==> config.mk <==
export PLATFORM = sky130hd
export DESIGN_NAME = time_keeper_flat
export DESIGN_NICKNAME = d
export VERILOG_FILES = /design/src/rtl/time_pkg.sv /design/src/rtl/time_keeper_if.sv /design/src/rtl/bcd_time_step.sv /design/src/rtl/time_keeper.sv /design/src/flat_wrapper.sv
export SDC_FILE = /design/constraint.sdc
export NUM_CORES = 1
export LEC_CHECK = 0
export BUFFER_PORTS_ARGS = -buffer_cell sky130_fd_sc_hd__buf_4
export CORE_UTILIZATION = 45
export DETAILED_ROUTE_END_ITERATION = 10
export PLACE_DENSITY = 0.63
export SYNTH_ARGS = -nofsm -noshare
export SYNTH_HDL_FRONTEND = slang
export SYNTH_HIERARCHICAL = 1
export SYNTH_SLANG_ARGS = --single-unit
==> constraint.sdc <==
create_clock -name led_clk -period 2.1 [get_ports led_clk]
set_input_delay 0.42 -clock led_clk [delete_from_list [all_inputs] [get_ports led_clk]]
set_output_delay 0.42 -clock led_clk [all_outputs]
set_load 0.005 [all_outputs]
==> src/rtl/time_pkg.sv <==
// -----------------------------------------------------------------------------
// time_pkg
// Shared definitions for the time keeper slice.
//   ui_state_e : UI state encodings driven by the control layer
//   field_e    : edit-field selector codes
//   *_LSB/*_W  : field positions inside the packed 20-bit BCD time word
//                {h10[1:0], h1[3:0], m10[2:0], m1[3:0], s10[2:0], s1[3:0]}
//   inc_mod60 / inc_mod24 : BCD increment of a single field, wrapping at 59 / 23
//   norm_state : folds the unused state codes 5-7 onto IDLE
// -----------------------------------------------------------------------------
package time_pkg;

  localparam int TIME_W   = 20;
  localparam int SEC_LSB  = 0;
  localparam int SEC_W    = 7;
  localparam int MIN_LSB  = 7;
  localparam int MIN_W    = 7;
  localparam int HOUR_LSB = 14;
  localparam int HOUR_W   = 6;

  typedef enum logic [2:0] {
    ST_IDLE   = 3'd0,
    ST_SET    = 3'd1,
    ST_ALARM  = 3'd2,
    ST_COUNT  = 3'd3,
    ST_SELECT = 3'd4
  } ui_state_e;

  typedef enum logic [1:0] {
    FLD_SEC  = 2'd0,
    FLD_MIN  = 2'd1,
    FLD_HOUR = 2'd2
  } field_e;

  // {tens[2:0], ones[3:0]}, 00..59
  function automatic logic [6:0] inc_mod60(input logic [6:0] v);
    logic [2:0] tens;
    logic [3:0] ones;
    tens = v[6:4];
    ones = v[3:0];
    if (ones == 4'd9) begin
      ones = 4'd0;
      tens = (tens == 3'd5) ? 3'd0 : tens + 3'd1;
    end else begin
      ones = ones + 4'd1;
    end
    return {tens, ones};
  endfunction

  // {tens[1:0], ones[3:0]}, 00..23
  function automatic logic [5:0] inc_mod24(input logic [5:0] v);
    logic [1:0] tens;
    logic [3:0] ones;
    tens = v[5:4];
    ones = v[3:0];
    if (v == 6'h23) begin
      tens = 2'd0;
      ones = 4'd0;
    end else if (ones == 4'd9) begin
      ones = 4'd0;
      tens = tens + 2'd1;
    end else begin
      ones = ones + 4'd1;
    end
    return {tens, ones};
  endfunction

  function automatic ui_state_e norm_state(input logic [2:0] s);
    if (s > 3'd4) return ST_IDLE;
    return ui_state_e'(s);
  endfunction

endpackage

==> src/rtl/time_keeper_if.sv <==
// -----------------------------------------------------------------------------
// time_keeper_if
// Bundle between the UI control layer and the time keeper.
//   master (control / display side): drives state and button pulses,
//                                    reads time_data and status
//   slave  (time_keeper)           : the reverse
// Signals:
//   state[2:0]      UI state code
//   btn_next/inc/confirm/clr  one-cycle, debounced button pulses
//   time_data[19:0] packed BCD time for the seven-segment driver
//   has_alarm       alarm armed
//   alarm_ring      alarm firing
//   sel_field[1:0]  current edit field
//   sec_tick        one-cycle pulse per second
// -----------------------------------------------------------------------------
interface time_keeper_if;
  import time_pkg::*;

  logic [2:0]        state;
  logic              btn_next;
  logic              btn_inc;
  logic              btn_confirm;
  logic              btn_clr;
  logic [TIME_W-1:0] time_data;
  logic              has_alarm;
  logic              alarm_ring;
  logic [1:0]        sel_field;
  logic              sec_tick;

  modport master (
    output state, btn_next, btn_inc, btn_confirm, btn_clr,
    input  time_data, has_alarm, alarm_ring, sel_field, sec_tick
  );

  modport slave (
    input  state, btn_next, btn_inc, btn_confirm, btn_clr,
    output time_data, has_alarm, alarm_ring, sel_field, sec_tick
  );

endinterface

==> src/rtl/bcd_time_step.sv <==
// -----------------------------------------------------------------------------
// bcd_time_step
// Combinational +1 second on a packed BCD time word, carrying seconds into
// minutes into hours; 23:59:59 wraps to 00:00:00.
//   t_i : current time (legal BCD)
//   t_o : time plus one second
// -----------------------------------------------------------------------------
module bcd_time_step
  import time_pkg::*;
(
  input  logic [TIME_W-1:0] t_i,
  output logic [TIME_W-1:0] t_o
);

  logic sec_wrap;
  logic min_wrap;

  always_comb begin
    sec_wrap = (t_i[SEC_LSB +: SEC_W] == 7'h59);
    min_wrap = (t_i[MIN_LSB +: MIN_W] == 7'h59);

    t_o[SEC_LSB +: SEC_W] = inc_mod60(t_i[SEC_LSB +: SEC_W]);
    t_o[MIN_LSB +: MIN_W] = sec_wrap ? inc_mod60(t_i[MIN_LSB +: MIN_W])
                                     : t_i[MIN_LSB +: MIN_W];
    t_o[HOUR_LSB +: HOUR_W] = (sec_wrap && min_wrap) ? inc_mod24(t_i[HOUR_LSB +: HOUR_W])
                                                     : t_i[HOUR_LSB +: HOUR_W];
  end

endmodule

==> src/rtl/time_keeper.sv <==
// -----------------------------------------------------------------------------
// time_keeper
// BCD time source for the seven-segment driver. Keeps a real-time clock, an
// edit buffer (SET/ALARM), an alarm register and a stopwatch, and shows one
// of them depending on the UI state.
// Ports:
//   led_clk : scan-rate clock, all state on its rising edge
//   rstn    : asynchronous active-low reset
//   bus     : time_keeper_if.slave (state, buttons in; time/status out)
// Parameter:
//   TICKS_PER_SEC : led_clk cycles per second (>= 2)
// -----------------------------------------------------------------------------
module time_keeper
  import time_pkg::*;
#(
  parameter int TICKS_PER_SEC = 1000
) (
  input  logic          led_clk,
  input  logic          rstn,
  time_keeper_if.slave  bus
);

  localparam int            PW   = $clog2(TICKS_PER_SEC);
  localparam logic [PW-1:0] PMAX = PW'(TICKS_PER_SEC - 1);

  logic [PW-1:0]     presc_q, presc_d;
  logic              tick_q, tick_d;
  logic [TIME_W-1:0] rtc_q, rtc_d;
  logic [TIME_W-1:0] edit_q, edit_d;
  logic [TIME_W-1:0] alm_q, alm_d;
  logic [TIME_W-1:0] sw_q, sw_d;
  logic              run_q, run_d;
  logic              has_q, has_d;
  logic              ring_q, ring_d;
  field_e            sel_q, sel_d;
  ui_state_e         prev_q, prev_d;
  logic [TIME_W-1:0] td_q, td_d;

  logic [TIME_W-1:0] rtc_step, sw_step;
  logic [TIME_W-1:0] edit_inc, edit_clr;
  field_e            sel_adv;
  logic              hour_zero;

  ui_state_e st;
  logic      entry;
  logic      act_clr, act_conf, act_inc, act_next;
  logic      set_conf;

  bcd_time_step u_rtc_step (.t_i(rtc_q), .t_o(rtc_step));
  bcd_time_step u_sw_step  (.t_i(sw_q),  .t_o(sw_step));

  // Buttons are ignored on the entry cycle; otherwise only the highest
  // priority pulse (clr > confirm > inc > next) is acted on.
  assign st       = norm_state(bus.state);
  assign entry    = (st != prev_q);
  assign act_clr  = !entry && bus.btn_clr;
  assign act_conf = !entry && !bus.btn_clr && bus.btn_confirm;
  assign act_inc  = !entry && !bus.btn_clr && !bus.btn_confirm && bus.btn_inc;
  assign act_next = !entry && !bus.btn_clr && !bus.btn_confirm && !bus.btn_inc && bus.btn_next;
  assign set_conf = act_conf && (st == ST_SET);

  // Per-field edit results; no carry between fields.
  always_comb begin
    edit_inc  = edit_q;
    edit_clr  = edit_q;
    hour_zero = (edit_q[HOUR_LSB +: HOUR_W] == '0);
    case (sel_q)
      FLD_SEC: begin
        edit_inc[SEC_LSB +: SEC_W] = inc_mod60(edit_q[SEC_LSB +: SEC_W]);
        edit_clr[SEC_LSB +: SEC_W] = '0;
      end
      FLD_MIN: begin
        edit_inc[MIN_LSB +: MIN_W] = inc_mod60(edit_q[MIN_LSB +: MIN_W]);
        edit_clr[MIN_LSB +: MIN_W] = '0;
      end
      default: begin
        edit_inc[HOUR_LSB +: HOUR_W] = inc_mod24(edit_q[HOUR_LSB +: HOUR_W]);
        edit_clr[HOUR_LSB +: HOUR_W] = '0;
      end
    endcase
  end

  always_comb begin
    case (sel_q)
      FLD_SEC: sel_adv = FLD_MIN;
      FLD_MIN: sel_adv = FLD_HOUR;
      default: sel_adv = FLD_SEC;
    endcase
  end

  always_comb begin
    presc_d = (presc_q == PMAX) ? '0 : presc_q + 1'b1;
    tick_d  = (presc_q == PMAX);
    rtc_d   = tick_q ? rtc_step : rtc_q;
    sw_d    = (run_q && tick_q) ? sw_step : sw_q;
    edit_d  = edit_q;
    alm_d   = alm_q;
    has_d   = has_q;
    run_d   = run_q;
    sel_d   = sel_q;
    prev_d  = st;

    if (entry && (st == ST_SET)) begin
      edit_d = rtc_q;
      sel_d  = FLD_SEC;
    end else if (entry && (st == ST_ALARM)) begin
      edit_d = has_q ? alm_q : '0;
      sel_d  = FLD_SEC;
    end

    case (st)
      ST_SET, ST_ALARM: begin
        if (act_clr) begin
          edit_d = edit_clr;
          // Clearing an already-zero hour field in ALARM disarms the alarm.
          if ((st == ST_ALARM) && (sel_q == FLD_HOUR) && hour_zero) has_d = 1'b0;
        end else if (act_conf) begin
          if (st == ST_SET) begin
            // Commit wins over a pending tick; the second restarts here.
            rtc_d   = edit_q;
            presc_d = '0;
            tick_d  = 1'b0;
          end else begin
            alm_d = edit_q;
            has_d = 1'b1;
          end
        end else if (act_inc) begin
          edit_d = edit_inc;
        end else if (act_next) begin
          sel_d = sel_adv;
        end
      end
      ST_COUNT: begin
        if (act_clr) begin
          sw_d  = '0;
          run_d = 1'b0;
        end else if (act_conf) begin
          run_d = !run_q;
        end
      end
      default: begin
      end
    endcase

    // Ring is raised together with the clock update that hits the alarm
    // time, so it is visible in the cycle after the tick.
    ring_d = ring_q;
    if (bus.btn_clr || bus.btn_confirm || !has_d) ring_d = 1'b0;
    else if (tick_q && !set_conf && has_q && (rtc_step == alm_q)) ring_d = 1'b1;

    case (st)
      ST_SET, ST_ALARM: td_d = edit_q;
      ST_COUNT:         td_d = sw_q;
      default:          td_d = rtc_q;
    endcase
  end

  always_ff @(posedge led_clk or negedge rstn) begin
    if (!rstn) begin
      presc_q <= '0;
      tick_q  <= 1'b0;
      rtc_q   <= '0;
      edit_q  <= '0;
      alm_q   <= '0;
      sw_q    <= '0;
      run_q   <= 1'b0;
      has_q   <= 1'b0;
      ring_q  <= 1'b0;
      sel_q   <= FLD_SEC;
      prev_q  <= ST_IDLE;
      td_q    <= '0;
    end else begin
      presc_q <= presc_d;
      tick_q  <= tick_d;
      rtc_q   <= rtc_d;
      edit_q  <= edit_d;
      alm_q   <= alm_d;
      sw_q    <= sw_d;
      run_q   <= run_d;
      has_q   <= has_d;
      ring_q  <= ring_d;
      sel_q   <= sel_d;
      prev_q  <= prev_d;
      td_q    <= td_d;
    end
  end

  assign bus.time_data  = td_q;
  assign bus.has_alarm  = has_q;
  assign bus.alarm_ring = ring_q;
  assign bus.sel_field  = sel_q;
  assign bus.sec_tick   = tick_q;

endmodule

==> src/flat_wrapper.sv <==
// flat-port wrapper written by rule: the top's interface ports become plain ports
module time_keeper_flat import time_pkg::*;
#(
  parameter int TICKS_PER_SEC = 1000
)
  (led_clk, rstn, bus_state, bus_btn_next, bus_btn_inc, bus_btn_confirm, bus_btn_clr, bus_time_data, bus_has_alarm, bus_alarm_ring, bus_sel_field, bus_sec_tick);
  time_keeper_if bus_i ();
  input  logic led_clk;
  input  logic rstn;
  input wire logic [$bits(bus_i.state)-1:0] bus_state;
  input wire logic [$bits(bus_i.btn_next)-1:0] bus_btn_next;
  input wire logic [$bits(bus_i.btn_inc)-1:0] bus_btn_inc;
  input wire logic [$bits(bus_i.btn_confirm)-1:0] bus_btn_confirm;
  input wire logic [$bits(bus_i.btn_clr)-1:0] bus_btn_clr;
  output wire logic [$bits(bus_i.time_data)-1:0] bus_time_data;
  output wire logic [$bits(bus_i.has_alarm)-1:0] bus_has_alarm;
  output wire logic [$bits(bus_i.alarm_ring)-1:0] bus_alarm_ring;
  output wire logic [$bits(bus_i.sel_field)-1:0] bus_sel_field;
  output wire logic [$bits(bus_i.sec_tick)-1:0] bus_sec_tick;
  assign bus_i.state = bus_state;
  assign bus_i.btn_next = bus_btn_next;
  assign bus_i.btn_inc = bus_btn_inc;
  assign bus_i.btn_confirm = bus_btn_confirm;
  assign bus_i.btn_clr = bus_btn_clr;
  assign bus_time_data = bus_i.time_data;
  assign bus_has_alarm = bus_i.has_alarm;
  assign bus_alarm_ring = bus_i.alarm_ring;
  assign bus_sel_field = bus_i.sel_field;
  assign bus_sec_tick = bus_i.sec_tick;
  time_keeper #(.TICKS_PER_SEC(TICKS_PER_SEC)) u_core (.led_clk(led_clk), .rstn(rstn), .bus(bus_i));
endmodule
=== Word-level counts from Yosys, hierarchy flattened ===
Cells that the tools add are included.

* Flip-flop bits (word level): 119
* Input bits: 9
* Output and inout bits: 25
* Logic and storage cells: 204

* Add/sub/neg operators: 19
* Order comparisons: 1
* Equality and inequality tests: 39
* Muxes and demuxes: 85
* Bitwise gates (word level): 2
* Reduce and logical (&&, ||, !) cells: 41

{| class="wikitable"
|+ Operator list
! cell !! count
|-
| $mux W20 || 15
|-
| $mux W10 || 5
|-
| $mux W4 || 12
|-
| $mux W3 || 14
|-
| $mux W7 || 6
|-
| $pmux W20 S2 || 1
|-
| $add A4 B1 Y4 const B || 9
|-
| $eq A4 B4 Y1 const B || 9
|-
| $eq A7 B7 Y1 const B || 4
|-
| $mux W2 || 13
|-
| $mux W6 || 4
|-
| $eq A20 B20 Y1 || 1
|-
| $add A3 B1 Y3 const B || 6
|-
| $eq A3 B3 Y1 const B || 6
|-
| $eq A6 B6 Y1 const B || 3
|-
| $logic_and A1 B1 Y1 || 18
|-
| $mux W1 || 14
|-
| $ne A4 B3 Y1 const B || 3
|-
| $add A10 B1 Y10 const B || 1
|-
| $eq A10 B10 Y1 const B || 1
|-
| $ne A5 B3 Y1 const B || 2
|-
| $ne A3 B3 Y1 const B || 3
|-
| $reduce_and A3 Y1 || 3
|-
| $reduce_and A2 Y1 || 4
|-
| other kinds (17) || 30
|}

=== Longest topological paths before layout ===
* Depth after elaboration: 14
* Gate-level depth with buffers: 11
* Gate-level depth less buffers: 11

=== Modules after synthesis ===
The synthesis kept the hierarchy.

{| class="wikitable"
|+ By module, submodules not included
! module !! instances !! cells each !! area each (sq um) !! sequential area each (sq um)
|-
| time_keeper || 1 || 662 || 6384.9 || 2977.9
|-
| bcd_time_step || 2 || 72 || 479.2 || 0.0
|}

=== Worst setup path before layout ===
Ideal clock, no wire load.

* Kind: reg2reg
* Start point: register u_core.rtc_q[2]
* End point: register u_core.ring_q, in the netlist u_core/bus.alarm_ring
* Library setup time: 65 ps
* Data arrival time: 2227 ps
* Data required time: 2035 ps
* Path slack: -192 ps
* Cell stages (with the launch flop): 11
* Path buffers: 1
* Clock period less this slack: 2292 ps
* Cells stage by stage: dfrtp_1 -> and4bb_1 -> buf_6 -> nand4_4 -> nand2b_1 -> o31ai_1 -> xor2_1 -> nor4_1 -> nand4_1 -> nor4_1 -> o211a_1

* Cells in the longest elaborated chain, start to end: 6
* Elaborated cells on any way between the ends: 11
* Those cells by class: 1 x add/sub; 3 x eq/ne; 4 x mux; 3 x reduce/logical

{| class="wikitable"
|+ Ends and longest elaborated chain
! what !! RTL line !! RTL
|-
| start: declaration || time_keeper.sv:28 || <nowiki>logic [TIME_W-1:0] rtc_q, rtc_d;</nowiki>
|-
| start signal: assignment || time_keeper.sv:175 || <nowiki>rtc_q <= rtc_d;</nowiki>
|-
| $eq A7 B7 Y1 || bcd_time_step.sv:19 || <nowiki>sec_wrap = (t_i[SEC_LSB +: SEC_W] == 7'h59);</nowiki>
|-
| $logic_and A1 B1 Y1 || bcd_time_step.sv:25 || <nowiki>t_o[HOUR_LSB +: HOUR_W] = (sec_wrap && min_wrap) ? inc_mod24(t_i[HOUR_LSB +: HOUR_W])</nowiki>
|-
| $mux W6 || bcd_time_step.sv:25 ||
|-
| named net u_core.rtc_step[16] || time_keeper.sv:39 || <nowiki>logic [TIME_W-1:0] rtc_step, sw_step;</nowiki>
|-
| $eq A20 B20 Y1 || time_keeper.sv:149 || <nowiki>else if (tick_q && !set_conf && has_q && (rtc_step == alm_q)) ring_d = 1'b1;</nowiki>
|-
| $logic_and A1 B1 Y1 || time_keeper.sv:149 ||
|-
| $reduce_bool A2 Y1 (no source line) || -- ||
|-
| end signal: assignment || time_keeper.sv:181 || <nowiki>ring_q <= ring_d;</nowiki>
|-
| end: declaration || time_keeper.sv:34 || <nowiki>logic ring_q, ring_d;</nowiki>
|}

The timed path passes the listed nets, and every way through them passes these cells.
A chain may end at the register's enable or synchronous reset.

=== Final worst setup path ===
* Start point: register u_core.rtc_q[1]
* End point: register u_core.ring_q, in the netlist u_core/bus.alarm_ring

* Elaborated cells on any way between the ends: 11
* Those cells by class: 1 x add/sub; 3 x eq/ne; 4 x mux; 3 x reduce/logical

{| class="wikitable"
|+ RTL lines
! what !! RTL line !! RTL
|-
| $eq A4 B4 Y1 || time_pkg.sv:41 || <nowiki>if (ones == 4'd9) begin</nowiki>
|-
| $mux W3 || time_pkg.sv:41 ||
|-
| named net u_core.rtc_step[5] || time_keeper.sv:39 ||
|-
| $eq A20 B20 Y1 || time_keeper.sv:149 ||
|-
| $logic_and A1 B1 Y1 || time_keeper.sv:149 ||
|-
| $reduce_bool A2 Y1 (no source line) || -- ||
|}

The timed path passes the listed nets, and every way through them passes these cells.

==> impl_metrics.py <==
metrics = {
    "final_layout": {
        "fin_nets": 930,
        "fin_util": 0.566,
        "fillers": 1443,
        "design_area_um2": 8990,
        "n_antenna_cell": 0,
        "drive_gt1_frac": 0.238,
        "syn2layout_area_growth_pct": 22.5,
    },
    "synthesis": {
        "synth.net_count": 829,
        "synth_common_cells": "dfrtp_1 (119), nand2_1 (115), o21ai_0 (69)",
        "yosysSeqAreaShare": 0.406,
        "yosysUniqueCellTypes": 72,
        "synth_area_leaders": "dfrtp_1 (41%), nand2_1 (5.9%), mux2_2 (4.9%)",
        "yosysTopAreaCellShare": 0.406,
        "synth_top_family_by_area": "simple AND/OR/NAND/NOR gates",
        "netlist_area_um2": 7340,
        "synthSimpleGateAreaFrac": 0.212,
        "synth_largest_area_cell": "dfrtp_1",
        "synth-async-reset-ratio": 1.00,
        "synth_xor_xnor_area_share": 0.0465,
        "synthMuxAreaShare": 0.0860,
        "synth_edf_count": 0,
        "ys_seq_elements": 119,
        "synth_compound_area_frac": 0.184,
        "syn_area_per_cell_um2": 9.11,
        "synth.most_common_cell": "dfrtp_1",
        "yosysWarnings": 6,
        "synth_ff_type": "dfrtp_1",
        "synth-adder-area-share": 0.0239,
        "synthCells": 806,
    },
    "critical_path": {
        "r2r_cells": 10,
        "cp.arrival_ns": 2.67,
        "cp-end-kind": "flip-flop",
        "start_kind": "flip-flop",
        "path_class": "reg -> reg",
        "timing.rr.start": "u_core/rtc_q[1]",
        "crit_required_ns": 2.45,
        "r2r-end": "u_core/bus.alarm_ring",
        "path_max_fanout": 7,
        "ff2ff_setup_slack_ns": -0.22,
    },
    "clock_network": {
        "cts_tree": "done",
        "post-cts-setup-buffers": 0,
        "clock-sinks": 119,
        "clock_latency_ns": 0.42,
        "clkSlewWorstSetupHoldPaths_ns": 0.05,
        "htree_levels": 4,
        "root_buffer": "clkbuf_16",
        "numCtsBuffers": 17,
        "clockBufferDepth": 2,
    },
    "drt": {
        "route.detailed.drc": 0,
        "final_antenna_net_count": 0,
        "drtIter0Drc": 569,
        "num_vias": 6639,
        "firstDrtPassIters": 6,
        "wl_per_cell_um": 19.5,
        "finalWirelength_mm": 22.1,
        "vias_per_cell": 5.86,
    },
    "run_status": {
        "violations": "setup timing",
        "status": "finished with violations",
    },
    "timing": {
        "report.final.slew_viol_count": 0,
        "setup_viol": 1,
        "rsz0062_at_grt": "yes",
        "tightest_slew_ns": 0.554,
        "fin_ws_ns": -0.220,
        "relSlewSlack": 0.631,
        "fin_worst_skew_ns": 0.00691,
        "hold_viol_final": 0,
        "fin_hold_ws_ns": 0.270,
        "timing.final.crit_share": 1.10,
        "clock.fmax_mhz": 431,
        "fin_crit_ns": 2.32,
    },
    "min_path": {
        "min_from": "bus_state[2]",
        "whs_path_depth": 2,
        "hold_class": "in -> reg",
        "min_to": "u_core/prev_q[0]",
    },
    "placement": {
        "routabilityCongestion": 0.922,
        "placed_area_um2": 8430,
        "post-place-ws_ns": -0.263,
        "hpwl_mm": 16.5,
        "io_buffers": 33,
    },
    "die": {
        "die_w_um": 130,
        "initial_core_util": 0.462,
        "boundaryPins": 34,
        "core_area_um2": 15900,
        "dieArea_um2": 16800,
        "num_rows": 46,
        "die_height_um": 130,
    },
    "global_route": {
        "grt_use_total": 0.281,
        "grtUsageMet1": 0.365,
        "use_met2": 0.450,
        "antenna_found_initial": 1,
        "use_met3": 0.0672,
        "grt_pass1_wl_mm": 35.2,
        "grt_max_degree": 41,
        "grt_pass1_vias": 6589,
        "grt_overflow": 0,
        "busiest_layer": "met2",
    },
    "power_and_ir_drop": {
        "leakage_nw": 4.06,
        "total_power_w": 0.00759,
        "peakVddDrop_mv": 0.608,
        "p_per_area_nw_per_um2": 844,
    },
    "flow_run": {
        "max_cap_violations": 0,
    },
}
## worst max-delay path by stage
stage | startpoint | slack, ns | cells after the start | endpoint
finish | u_core/rtc_q[1] | -0.22 | 10 | u_core/bus.alarm_ring
global route | u_core/rtc_q[1] | -0.40 | 10 | u_core/bus.alarm_ring
CTS | u_core/rtc_q[1] | -0.23 | 10 | u_core/bus.alarm_ring
detailed placement | u_core/rtc_q[1] | -0.26 | 10 | u_core/bus.alarm_ring
global placement | u_core/rtc_q[1] | -0.18 | 10 | u_core/bus.alarm_ring
floorplan | u_core/rtc_q[1] | -0.06 | 9 | u_core/bus.alarm_ring
## cell type report
type,instances,area (um2),area share
Clock buffer,19,443,0.0493
Multi-Input combinational cell,616,4110,0.457
Inverter,22,82.6,0.00918
Sequential cell,119,2980,0.331
Timing Repair Buffer,131,1030,0.114
Clock inverter,10,83.8,0.00932
Tap cell,216,270,0.0301
## flip-flops by register name (all words and copies together) (netlist names)
register / count
u_core/bus.sel_field: 2
u_core/run_q: 1
u_core/bus.alarm_ring: 1
u_core/rtc_q: 20
u_core/edit_q: 20
u_core/sw_q: 20
u_core/presc_q: 10
u_core/alm_q: 20
u_core/bus.sec_tick: 1
u_core/prev_q: 3
u_core/bus.has_alarm: 1
u_core/bus.time_data: 20
## through the flow
stage          cells  setup TNS (ns)
2_1_floorplan    806         -0.0599
3_3_place_gp    1103          -0.442
3_5_place_dp    1103          -0.444
4_1_cts         1133          -0.226
5_1_grt         1133          -0.400
6_report        1133          -0.220
## critical path, cell delays in order (launching register included)
cell and delay, ns:
dfrtp_1 0.38, and4bb_1 0.29, buf_6 0.14, nand2_1 0.07
or3_1 0.30, nand2_1 0.10, xor2_1 0.08, nor4_2 0.30
nand4_1 0.19, nor4_2 0.24, o211a_1 0.17
## kinds of logic after synthesis
| kind of cell | Yosys count |
|---|---|
| AOI/OAI and AO/OA | 212 |
| adders and majority gates | 14 |
| and+or+nand+nor | 292 |
| buffers and inverters | 71 |
| DFF | 119 |
| xor gates and xnor gates | 39 |
| muxes | 59 |
## repair_timing
action | 4_1_cts | 5_1_grt
gates resized for setup | 2 | 4
hold endpoints to repair | 12 | 0
setup endpoints to repair | 1 | 1
hold buffers | 1 | 0
## power by group
part           leakage (nW)  switching, W  internal (W)  total, W
clock network         0.260       0.00101       0.00162   0.00263
logic                  2.44       0.00102      0.000893   0.00192
registers              1.36      0.000384       0.00265   0.00304
## metal layers
metal / vias to the layer above / share of wire
met2: 234 / 0.47
met3: 44 / 0.060
li1: 3095 / -
met1: 3264 / 0.44
met4: 2 / 0.031
met5: - / 0.00036
## cell usage in the layout, fill, tap and decap left out, types with 6 or more instances in the layout
master,synthesis,routed
a21oi_1,54,54
a222oi_1,7,7
a22o_1,9,9
a22oi_1,30,30
and2_1,6,6
buf_4,2,126
clkbuf_16,0,17
clkinv_2,0,6
dfrtp_1,119,119
ha_1,14,14
inv_1,22,22
mux2_2,32,32
mux2i_1,26,26
nand2_1,115,115
nand2b_1,9,8
nand3_1,24,23
nand4_1,8,8
nand4b_1,6,6
nor2_1,51,51
nor2b_1,12,12
nor3_1,6,6
o211ai_1,6,6
o21ai_0,69,67
or3_1,6,6
xnor2_1,23,23
xor2_1,16,16
(Power assumes the default switching activity.)
